$ cat src/rtl/timer_ctrl_if.sv
// Button/sensor inputs and counter/heater outputs of the cook timer, bundled.
// Latency: none, wiring only.
// Backpressure: none, level signals and one-cycle strobes.
interface timer_ctrl_if;
    logic       start;
    logic       stop;
    logic       clear;
    logic       load;
    logic       door_closed;
    logic       zero_all;
    logic       cnt_loadn;
    logic       cnt_clrn;
    logic       cnt_en;
    logic       mag_on;
    logic       done;
    logic       alarm;
    logic [2:0] state_o;

    // Panel/sensor side: drives buttons and sensors, observes controller outputs
    modport master (
        output start, stop, clear, load, door_closed, zero_all,
        input  cnt_loadn, cnt_clrn, cnt_en, mag_on, done, alarm, state_o
    );

    // Controller side
    modport slave (
        input  start, stop, clear, load, door_closed, zero_all,
        output cnt_loadn, cnt_clrn, cnt_en, mag_on, done, alarm, state_o
    );
endinterface

$ cat src/rtl/timer_ctrl.sv
// Cook-timer control FSM (IDLE/RUN/PAUSE/DONE) with tick prescaler and digit-counter strobes.
// Latency: all outputs registered; a button edge gets its response one cycle after detection.
// Backpressure: none; events are single-cycle and dropped if outranked in the same cycle.
// Option: define TIMER_CTRL_ALARM_EN to drive a toggling alarm in DONE (otherwise alarm is tied 0).
module timer_ctrl #(
    parameter int TICK_DIV = 50000000
) (
    input  logic        clk,
    input  logic        clrn,
    timer_ctrl_if.slave tif
);
    localparam int            PW        = $clog2(TICK_DIV);
    localparam logic [PW-1:0] PRESC_MAX = PW'(TICK_DIV - 1);

    typedef enum logic [2:0] {
        S_IDLE  = 3'd0,
        S_RUN   = 3'd1,
        S_PAUSE = 3'd2,
        S_DONE  = 3'd3
    } state_t;

    state_t        r_state;
    logic [PW-1:0] r_presc;
    logic          r_arm;
    logic          r_start_q;
    logic          r_stop_q;
    logic          r_clear_q;
    logic          r_load_q;
    logic          r_cnt_loadn;
    logic          r_cnt_clrn;
    logic          r_cnt_en;
    logic          r_mag_on;
    logic          r_done;

    logic          w_start_ev;
    logic          w_stop_ev;
    logic          w_clear_ev;
    logic          w_load_ev;
    logic          w_halt;
    logic          w_wrap;
    logic [PW-1:0] w_presc_nxt;

    // Edge-detect history; r_arm masks events in the first cycle after reset so a
    // button already held through reset release is absorbed rather than acted on.
    always_ff @(posedge clk) begin
        if (!clrn) begin
            r_arm     <= 1'b0;
            r_start_q <= 1'b0;
            r_stop_q  <= 1'b0;
            r_clear_q <= 1'b0;
            r_load_q  <= 1'b0;
        end else begin
            r_arm     <= 1'b1;
            r_start_q <= tif.start;
            r_stop_q  <= tif.stop;
            r_clear_q <= tif.clear;
            r_load_q  <= tif.load;
        end
    end

    assign w_start_ev  = r_arm & tif.start & ~r_start_q;
    assign w_stop_ev   = r_arm & tif.stop  & ~r_stop_q;
    assign w_clear_ev  = r_arm & tif.clear & ~r_clear_q;
    assign w_load_ev   = r_arm & tif.load  & ~r_load_q;
    // Open door counts as a pause request and ranks with stop.
    assign w_halt      = w_stop_ev | ~tif.door_closed;
    assign w_wrap      = (r_presc == PRESC_MAX);
    assign w_presc_nxt = w_wrap ? '0 : r_presc + PW'(1);

`ifdef TIMER_CTRL_ALARM_EN
    logic r_alarm;
    assign tif.alarm = r_alarm;
`else
    assign tif.alarm = 1'b0;
`endif

    // Main FSM: priority clear > halt (stop/door open) > start > load; strobes default inactive
    always_ff @(posedge clk) begin
        if (!clrn) begin
            r_state     <= S_IDLE;
            r_presc     <= '0;
            r_cnt_loadn <= 1'b1;
            r_cnt_clrn  <= 1'b1;
            r_cnt_en    <= 1'b0;
            r_mag_on    <= 1'b0;
            r_done      <= 1'b0;
`ifdef TIMER_CTRL_ALARM_EN
            r_alarm     <= 1'b0;
`endif
        end else begin
            r_cnt_loadn <= 1'b1;
            r_cnt_clrn  <= 1'b1;
            r_cnt_en    <= 1'b0;
            case (r_state)
                S_IDLE: begin
                    r_presc <= '0;
                    if (w_clear_ev) begin
                        r_cnt_clrn <= 1'b0;
                    end else if (w_halt) begin
                        // stop/door open outranks start and load; nothing to do in IDLE
                    end else if (w_start_ev) begin
                        if (!tif.zero_all) begin
                            r_state  <= S_RUN;
                            r_mag_on <= 1'b1;
                        end
                    end else if (w_load_ev) begin
                        r_cnt_loadn <= 1'b0;
                    end
                end
                S_RUN: begin
                    if (w_clear_ev) begin
                        r_state    <= S_IDLE;
                        r_cnt_clrn <= 1'b0;
                        r_presc    <= '0;
                        r_mag_on   <= 1'b0;
                    end else if (w_halt) begin
                        // prescaler held so a resume finishes the partial tick
                        r_state  <= S_PAUSE;
                        r_mag_on <= 1'b0;
                    end else begin
                        r_presc <= w_presc_nxt;
                        if (tif.zero_all) begin
                            r_state  <= S_DONE;
                            r_mag_on <= 1'b0;
                            r_done   <= 1'b1;
`ifdef TIMER_CTRL_ALARM_EN
                            r_alarm  <= 1'b1;
`endif
                        end else if (w_wrap) begin
                            r_cnt_en <= 1'b1;
                        end
                    end
                end
                S_PAUSE: begin
                    if (w_clear_ev) begin
                        r_state    <= S_IDLE;
                        r_cnt_clrn <= 1'b0;
                        r_presc    <= '0;
                    end else if (w_halt) begin
                        // stay paused
                    end else if (w_start_ev) begin
                        r_state  <= S_RUN;
                        r_mag_on <= 1'b1;
                    end
                end
                S_DONE: begin
                    // prescaler keeps running here to pace the alarm
                    r_presc <= w_presc_nxt;
`ifdef TIMER_CTRL_ALARM_EN
                    if (w_wrap) begin
                        r_alarm <= ~r_alarm;
                    end
`endif
                    if (w_clear_ev || (!w_halt && !w_start_ev && w_load_ev)) begin
                        r_state     <= S_IDLE;
                        r_presc     <= '0;
                        r_done      <= 1'b0;
                        r_cnt_clrn  <= ~w_clear_ev;
                        r_cnt_loadn <= w_clear_ev;
`ifdef TIMER_CTRL_ALARM_EN
                        r_alarm     <= 1'b0;
`endif
                    end
                end
                default: begin
                    r_state  <= S_IDLE;
                    r_presc  <= '0;
                    r_mag_on <= 1'b0;
                    r_done   <= 1'b0;
                end
            endcase
        end
    end

    assign tif.state_o   = r_state;
    assign tif.cnt_loadn = r_cnt_loadn;
    assign tif.cnt_clrn  = r_cnt_clrn;
    assign tif.cnt_en    = r_cnt_en;
    assign tif.mag_on    = r_mag_on;
    assign tif.done      = r_done;
endmodule

$ cat src/flat_wrapper.sv
// flat-port wrapper written by rule: the top's interface ports become plain ports
module timer_ctrl_flat 
#(
    parameter int TICK_DIV = 50000000
)
  (clk, clrn, tif_start, tif_stop, tif_clear, tif_load, tif_door_closed, tif_zero_all, tif_cnt_loadn, tif_cnt_clrn, tif_cnt_en, tif_mag_on, tif_done, tif_alarm, tif_state_o);
  timer_ctrl_if tif_i ();
  input  logic clk;
  input  logic clrn;
  input wire logic [$bits(tif_i.start)-1:0] tif_start;
  input wire logic [$bits(tif_i.stop)-1:0] tif_stop;
  input wire logic [$bits(tif_i.clear)-1:0] tif_clear;
  input wire logic [$bits(tif_i.load)-1:0] tif_load;
  input wire logic [$bits(tif_i.door_closed)-1:0] tif_door_closed;
  input wire logic [$bits(tif_i.zero_all)-1:0] tif_zero_all;
  output wire logic [$bits(tif_i.cnt_loadn)-1:0] tif_cnt_loadn;
  output wire logic [$bits(tif_i.cnt_clrn)-1:0] tif_cnt_clrn;
  output wire logic [$bits(tif_i.cnt_en)-1:0] tif_cnt_en;
  output wire logic [$bits(tif_i.mag_on)-1:0] tif_mag_on;
  output wire logic [$bits(tif_i.done)-1:0] tif_done;
  output wire logic [$bits(tif_i.alarm)-1:0] tif_alarm;
  output wire logic [$bits(tif_i.state_o)-1:0] tif_state_o;
  assign tif_i.start = tif_start;
  assign tif_i.stop = tif_stop;
  assign tif_i.clear = tif_clear;
  assign tif_i.load = tif_load;
  assign tif_i.door_closed = tif_door_closed;
  assign tif_i.zero_all = tif_zero_all;
  assign tif_cnt_loadn = tif_i.cnt_loadn;
  assign tif_cnt_clrn = tif_i.cnt_clrn;
  assign tif_cnt_en = tif_i.cnt_en;
  assign tif_mag_on = tif_i.mag_on;
  assign tif_done = tif_i.done;
  assign tif_alarm = tif_i.alarm;
  assign tif_state_o = tif_i.state_o;
  timer_ctrl #(.TICK_DIV(TICK_DIV)) u_core (.clk(clk), .clrn(clrn), .tif(tif_i));
endmodule
$ cat config.mk
export PLATFORM = sky130hd
export DESIGN_NAME = timer_ctrl_flat
export DESIGN_NICKNAME = d
export VERILOG_FILES = /design/src/rtl/timer_ctrl_if.sv /design/src/rtl/timer_ctrl.sv /design/src/flat_wrapper.sv
export SDC_FILE = /design/constraint.sdc
export NUM_CORES = 1
export LEC_CHECK = 0
export ABC_AREA = 1
export CAP_MARGIN = 25
export CORE_UTILIZATION = 40
export CTS_CLUSTER_DIAMETER = 100
export DETAILED_ROUTE_END_ITERATION = 7
export SLEW_MARGIN = 20
export SYNTH_ARGS = -nofsm -noshare
export SYNTH_HDL_FRONTEND = slang
export SYNTH_SLANG_ARGS = --single-unit
export TNS_END_PERCENT = 50
$ cat constraint.sdc
create_clock -name clk -period 1.8 [get_ports clk]
set_input_delay 0.36 -clock clk [delete_from_list [all_inputs] [get_ports clk]]
set_output_delay 0.36 -clock clk [all_outputs]
set_load 0.01 [all_outputs]
# ---- Word-level counts from Yosys, hierarchy flattened
# Index checks and enable logic that the tools add are counted.
dict set report totals {
  wordCells 110
  output_inout_bits 9
  regBits 39
  inputBits 8
}
dict set report classes {
  add_sub_neg 1
  n_bitwise 19
  muxes 45
  eq_ne 20
  n_reduce_logical 13
}
# operator n
set op_table {}
lappend op_table {{two-way mux 26 bit} 5}
lappend op_table {{case mux 26 bit (3 select lines)} 1}
lappend op_table {{two-way mux 3 bit} 11}
lappend op_table {{adder 26 x 1 -> 26 bit (second input constant)} 1}
lappend op_table {{== test 26 bit (second input constant)} 1}
lappend op_table {{two-way mux 1 bit} 23}
lappend op_table {{!= test 2 bit (second input constant)} 8}
lappend op_table {{case mux 3 bit (4 select lines)} 1}
lappend op_table {{inverter 1 bit} 10}
lappend op_table {{AND reduction 9 bit} 1}
lappend op_table {{AND 1 bit} 8}
lappend op_table {{!= test 2 x 1 -> 1 bit (second input constant)} 4}
lappend op_table {{AND reduction 8 bit} 1}
lappend op_table {{== test 3 x 2 -> 1 bit (second input constant)} 2}
lappend op_table {{!= test 3 x 2 -> 1 bit (second input constant)} 2}
lappend op_table {{AND reduction 5 bit} 1}
lappend op_table {{OR reduction 5 bit} 1}
lappend op_table {{!= test 4 x 2 -> 1 bit (second input constant)} 1}
lappend op_table {{case mux 1 bit (2 select lines)} 2}
lappend op_table {{case mux 1 bit (4 select lines)} 1}
lappend op_table {{== test 3 x 1 -> 1 bit (second input constant)} 1}
lappend op_table {{zero test 3 bit} 1}
lappend op_table {{!= test 3 x 1 -> 1 bit (second input constant)} 1}
lappend op_table {{case mux 1 bit (3 select lines)} 1}
lappend op_table {{other kinds (7)} 9}

# ---- Logic depth before layout (Yosys ltp)
# Gate-level depths: netlist of run 1.
dict set report depth {
  word_depth 9
  depth_mapped 12
  mapped_depth_nobuf 12
}

# ---- Worst setup path after synthesis of run 1
# OpenSTA, ideal clock, no wires.
dict set report synth_timing {
  kind {register -> register}
  from {register u_core.r_state[0], in the netlist u_core.tif.state_o[0]}
  to {register u_core.r_presc[16]}
  t_required_ns 1.685
  slack_ns 0.210
  setup_ns 0.115
  stages_incl_launch_ff 11
  synth_period_minus_slack_ns 1.590
  arrival_time_ns 1.476
  path_buffers 1
  path_cell_list {dfxtp_1 ha_1 inv_1 nor2_2 nand2_4 nand2_4 clkinv_4 buf_6 nand2_1 xor2_1 nor2_2}
}
dict set report synth_via {
  elab_chain_cells 3
  elab_cells_between_ends 7
  classes_between {eq/ne (5); mux (1); reduce/logical (1)}
}
# element line
set synth_rtl {}
lappend synth_rtl {{start, declared} timer_ctrl.sv:22} ;# state_t r_state;
lappend synth_rtl {{start signal, assigned} timer_ctrl.sv:80} ;# r_state <= S_IDLE;
lappend synth_rtl {{start signal, assigned} timer_ctrl.sv:103} ;# r_state <= S_RUN;
lappend synth_rtl {{start signal, assigned} timer_ctrl.sv:112} ;# r_state <= S_IDLE;
lappend synth_rtl {{== test 3 x 1 -> 1 bit / == test 3 x 2 -> 1 bit (equally long branches)} timer_ctrl.sv:94} ;# case (r_state)
lappend synth_rtl {{!= test 3 x 2 -> 1 bit (no source line) / != test 2 x 1 -> 1 bit (equally long branches)} --}
lappend synth_rtl {{AND reduction 2 bit (no source line)} --}
lappend synth_rtl {{end signal, assigned} timer_ctrl.sv:121} ;# r_presc <= w_presc_nxt;
lappend synth_rtl {{end signal, assigned} timer_ctrl.sv:148} ;# r_presc <= w_presc_nxt;
lappend synth_rtl {{end, declared} timer_ctrl.sv:23} ;# logic [PW-1:0] r_presc;
# Several ways; a longest one is shown, not always the timed one.
# A chain may end at the register's enable or synchronous reset.

# ---- Final worst setup path of run 1
dict set report layout_timing {
  from {register u_core.r_state[1], in the netlist u_core.tif.state_o[1]}
  to {register u_core.r_presc[3]}
}
# Same word-level chain as after synthesis.

==> results.toml, run 1 <==
[final_layout]
nFillCells = 619
final_nets = 452
antenna_cells = 0
largest_reg_flops = 26
regMostFlops = "u_core.r_presc"
final_cell_mix = "104 x nand2_1, 100 x nor2_1, 51 x inv_1"
syn_to_final_growth_pct = 19.9
layout_commonest_cell = "nand2_1"
drive_above_1_share = 0.153
fin_area_sq_um = 2940

[floorplan]
core_sq_um = 5920
start_util = 0.414
rows = 28
die_h_um = 80.3
die_w_um = 80.3
ios = 17
dieArea_sq_um = 6440

[placed_design]
place_area_sq_um = 2830
gp_congestion = 0.838
io_buffer_count = 14
dpl.hpwl_um = 4630

[route]
final_antenna_net_count = 0
wire_per_inst_um = 11.2
vias = 2387
drc_errors = 0
vias_per_cell = 4.64
routed_wl_um = 5770
drtIter0Drc = 116
dr.pass1.iters = 4

[critical_path]
slowest_delay_ps = 360
r2r.worst_path.cells = 10
r2r-start = "u_core.tif.state_o[1]$_SDFFE_PN0P_"
reg2reg_to = "u_core.r_presc[3]$_SDFFE_PN0P_"
end_kind = "register"
critPathArrivalTime_ps = 1860
cp-startpoint = "u_core.tif.state_o[1]$_SDFFE_PN0P_"
cp_cell_sequence = "inv_1, ha_2, inv_1, nor2_2, nand2_4, nand2_4, clkinv_4, nand2_4, nand2_4, nor3_1"
ff2ff_setup_slack_ps = 150
path_max_fanout = 11
critPathMostFrequentCell = "nand2_4"
worstSetupEndpoint = "u_core.r_presc[3]$_SDFFE_PN0P_"
slowest_stage = "dfxtp_1"
path_class = "register to register"
crit_required_ps = 2010
critPathLaunchType = "register"

[timing]
maxSlewViolCount = 0
setup_viol = 0
fin_skew_ps = 5.88
rsz0062_at_grt = "false"
finalCriticalPeriod_ps = 1650
hold_violations = 0
whs_ps = 518
timing.fmax_mhz = 605
period_share = 0.919

[yosys]
yosys.area.top_type = "dfxtp_1"
ys.flop_type = "dfxtp_1"
ys_types = 34
synth_area_per_cell_sq_um = 6.19
yosysSeqAreaShare = 0.311
synth_area_leaders = "dfxtp_1 31%, nand2_1 16%, nor2_1 15%, inv_1 8.0%, nand3_1 4.9%"
syn_inst = 396
syn_area_sq_um = 2450
synth_top_area_frac = 0.311
yosys_warnings = 0
ys_seq_elements = 38
synthArstFlopShare = 0
synth_edf_count = 0

[grt]
antenna_found_initial = 0
grt_usage = 0.202
grt_pass1_vias = 2276
grt_pass1_wl_um = 10100
grt_max_degree = 12
gr-total-overflow = 0

[power_and_ir_drop]
peakVddDrop_mv = 0.486
pwr_density_cell_nw_per_um2 = 659
p_total_mw = 1.94
p_leak_nw = 1.15

[status]
outcome = "finished, final reports clean"

[clocking]
clockRootBuffer = "clkbuf_8"
clockBufferDepth = 2
htree_num_levels = 2
cts_tree = "built"
numCtsBuffers = 5
clock-sinks = 38
worstSkewPairLatency_ps = 290
hold_buffers = 0
clk_pin_slew_ps = 80

[min_path]
hold_depth = 2
hold_class = "register to register"

[job]
cap_violations = 0
==> metal layers <==
| layer | vias to the layer above | GRT usage | wire length, um |
|---|---|---|---|
| met3 | 6 | 0.0341 | 175 |
| met4 | 0 | 0.0482 | 59 |
| met5 | - | 0 | 0 |
| li1 | 1283 | - | - |
| met2 | 29 | 0.358 | 2740 |
| met1 | 1069 | 0.254 | 2800 |
==> worst min path at each step <==
stage / slack, ps / end / start
finish: 520 / u_core.tif.done$_SDFFE_PN0P_ / u_core.tif.done$_SDFFE_PN0P_
global route: 520 / u_core.tif.done$_SDFFE_PN0P_ / u_core.tif.done$_SDFFE_PN0P_
CTS: 520 / u_core.r_presc[15]$_SDFFE_PN0P_ / u_core.r_presc[15]$_SDFFE_PN0P_
detailed placement: 500 / u_core.tif.done$_SDFFE_PN0P_ / u_core.tif.done$_SDFFE_PN0P_
global placement: 500 / u_core.r_presc[15]$_SDFFE_PN0P_ / u_core.r_presc[15]$_SDFFE_PN0P_
floorplan: 390 / u_core.r_arm$_DFF_P_ / clrn
==> through the flow <==
step	util	worst slack [ps]	setup TNS (ps)	cells
5_1_grt	0.496	2.60	0	514
6_report	0.496	146	0	514
4_1_cts	0.493	15.3	0	513
3_3_place_gp	0.477	-181	-2850	505
3_5_place_dp	0.477	-197	-3460	505
2_1_floorplan	-	210	0	397
==> cell type report <==
class,instances,area [sq um],share of cell area
Multi-Input combinational cell,298,1440,0.490
Sequential cell,38,762,0.259
Timing Repair Buffer,41,343,0.117
Inverter,54,209,0.0712
Tap cell,75,93.8,0.0320
Clock buffer,7,86.3,0.0294
Clock inverter,1,5.00,0.00170
==> cell usage after synthesis, drive strengths merged (3+ instances only) <==
cell type	instances
dfxtp	38
xnor2	3
inv	52
nand3	26
o21ai	11
nand2	115
nand3b	3
buf	5
nor2	107
nor3	6
ha	6
a21oi	8
==> power by group <==
group | internal (mW) | switching [mW]
registers | 0.866 | 0.0189
logic | 0.187 | 0.245
clock network | 0.309 | 0.308
==> cells by family (layout without fill, tap and decap cells) <==
family,after synthesis,after routing,share of synthesized area
XOR/XNOR,4,4,0.0143
adder cells (fa/ha/maj),6,6,0.0306
flip-flops,38,38,0.311
buffers and inverters,61,103,0.108
AO/OA/AOI/OAI,25,25,0.0628
AND/OR/NAND/NOR,261,261,0.472
other,1,2,0.00153
==> what timing repair did <==
action,4_1_cts,5_1_grt
buffers inserted,0,1
endpoints found under the setup margin,0,22
resized for setup,0,5
==> critical path, delay by kind of cell (launching register included) <==
kind / cells / cell delay [ps]
adders and majority gates: 1 / 220
and+or+nand+nor: 6 / 730
DFF: 1 / 360
buffers and inverters: 3 / 250
Power figures use the tool's default switching activity.
==> run 2, diff against run 1 <==
--- a/config.mk
+++ b/config.mk
@@ -10,6 +10,7 @@
 export CORE_UTILIZATION = 40
 export CTS_CLUSTER_DIAMETER = 100
 export DETAILED_ROUTE_END_ITERATION = 7
+export REMOVE_ABC_BUFFERS = 1
 export SLEW_MARGIN = 20
 export SYNTH_ARGS = -nofsm -noshare
 export SYNTH_HDL_FRONTEND = slang
==> run 2 against run 1 <==
Net effect: first-iteration DRC count fell by 11%; register-to-register slack barely moved; cell area rose by 1.2%; routed wire length rose by 4.6%; critical path depth rose by 1; sequential power barely moved; utilization rose by 0.59 points; combinational power rose by 2%; non-clock buffer count did not move; flip-flop and latch count did not move; maximum frequency fell by 1.0%; clock power rose by 5.0%.
==> results.toml, run 2 (synthesis gave the netlist of run 1 again) <==
[clocking]
clockBufferDepth = 2
htree_num_levels = 2
numCtsBuffers = 5
cts_tree = "built"
post_cts_resize_count = 0
clock-sinks = 38
worstSkewPairLatency_ps = 300
clk_pin_slew_ps = 80
clockRootBuffer = "clkbuf_8"
hold_buffers = 0
post_cts_buffers = 0

[placed_design]
place_ws_ps = -216
io_buffer_count = 14
dp_cells = 506
dpl.hpwl_um = 4720
gp_congestion = 0.856

[route]
final_antenna_net_count = 0
vias = 2379
dr.pass1.iters = 4
vias_per_cell = 4.63
drtIter0Drc = 103
wire_per_inst_um = 11.7
routed_wl_um = 6030
drc_errors = 0

[timing]
finalCriticalPeriod_ps = 1670
setup_ws_ps = 129
maxSlewViolCount = 0
fin_skew_ps = 5.35
whs_ps = 491
setup_viol = 0
period_share = 0.928
timing.fmax_mhz = 599
hold_violations = 0

[job]
cap_violations = 0

[critical_path]
end_kind = "register"
crit_required_ps = 2000
path_class = "primary input to register"
r2r.worst_path.cells = 12
critPathArrivalTime_ps = 1870
path_max_fanout = 8
r2r-start = "u_core.tif.state_o[0]$_SDFFE_PN0P_"
reg2reg_to = "u_core.r_presc[13]$_SDFFE_PN0P_"
ff2ff_setup_slack_ps = 150
critPathLaunchType = "primary input"

[final_layout]
drive_above_1_share = 0.166
regMostFlops = "u_core.r_presc"
largest_reg_flops = 26
final_nets = 452
syn_to_final_growth_pct = 21.3
final_cell_mix = "104 x nand2_1, 97 x nor2_1, 52 x inv_1"
antenna_cells = 0
fin_cells = 514
final_core_util = 0.502
layout_commonest_cell = "nand2_1"

[floorplan]
die_h_um = 80.3
dieArea_sq_um = 6440
core_sq_um = 5920
start_util = 0.414
rows = 28
ios = 17
die_w_um = 80.3

[power_and_ir_drop]
p_leak_nw = 1.16
p_total_mw = 1.98
peakVddDrop_mv = 0.343
pwr_density_cell_nw_per_um2 = 665

[grt]
grt_usage = 0.219
antenna_found_initial = 0
grt_pass1_wl_um = 10700
gr-total-overflow = 0
grt_max_degree = 13
grt_pass1_vias = 2262

[min_path]
hold_depth = 2
hold_class = "register to register"
hp-start = "u_core.r_presc[1]$_SDFFE_PN0P_"
min_to = "u_core.r_presc[1]$_SDFFE_PN0P_"

[status]
outcome = "finished, final reports clean"
run 2: cell count changes in the layout (fill, tap and decap cells not counted), sizes merged:
cell,before,now
clkinvlp,0,1
clkbuf,7,6
run 2: cell type report:
| type | instances | area, sq um |
|---|---|---|
| clock buffer | 6 | 82.6 |
| clock inverter | 2 | 12.5 |
| fill | 631 | 2950 |
| timing repair buffer | 41 | 355 |
| inverter | 54 | 209 |
| sequential | 38 | 766 |
| multi-input combinational | 298 | 1450 |
| tap | 75 | 93.8 |
run 2: critical path, cell delays in order:
cell and delay, ps:
clkdlybuf4s50_1 490, nand2_2 70, nor2_4 190, nor2_2 70, clkinv_2 90, nand2_4 80
clkinv_4 100, nand2_1 70, nor2_1 170, o21a_1 150, nor2_1 30
run 2: per-stage QoR:
step	setup TNS (ps)	cell area (sq um)
5_1_grt	-10.3	2970
3_3_place_gp	-3150	2850
6_report	0	2970
3_5_place_dp	-4080	2850
2_1_floorplan	0	2400
4_1_cts	0	2940
run 2: report_power, final:
part | switching, mW | leakage, nW | internal [mW]
clock | 0.340 | 0.0472 | 0.309
combinational | 0.249 | 0.799 | 0.192
sequential | 0.0205 | 0.310 | 0.867
total | 0.610 | 1.16 | 1.37
run 2: how the worst max path moves through the flow:
stage,from,to,slack (ps),depth (start not counted)
finish,tif_clear,u_core.r_presc[5]$_SDFFE_PN0P_,130,11
global route,tif_clear,u_core.r_presc[5]$_SDFFE_PN0P_,-10,11
CTS,u_core.tif.state_o[1]$_SDFFE_PN0P_,u_core.r_presc[3]$_SDFFE_PN0P_,40,10
detailed placement,tif_stop,u_core.r_presc[2]$_SDFFE_PN0P_,-220,11
global placement,tif_stop,u_core.r_presc[2]$_SDFFE_PN0P_,-180,11
floorplan,u_core.tif.state_o[0]$_SDFFE_PN0P_,u_core.r_presc[3]$_SDFFE_PN0P_,190,9
run 2: layer usage:
layer	vias up	part of all wire	global-route usage
li1	1283	-	-
met1	1055	0.50	0.287
met2	33	0.45	0.353
met3	8	0.035	0.0489
met4	0	0.014	0.0714
met5	-	0	0
==> run 3, diff against run 2 <==
--- a/config.mk
+++ b/config.mk
@@ -9,6 +9,7 @@
 export CAP_MARGIN = 25
 export CORE_UTILIZATION = 40
 export CTS_CLUSTER_DIAMETER = 100
+export CTS_CLUSTER_SIZE = 10
 export DETAILED_ROUTE_END_ITERATION = 7
 export REMOVE_ABC_BUFFERS = 1
 export SLEW_MARGIN = 20
==> results of run 3 <==
The final DEF is identical to that of run 2; final timing and power are the same.
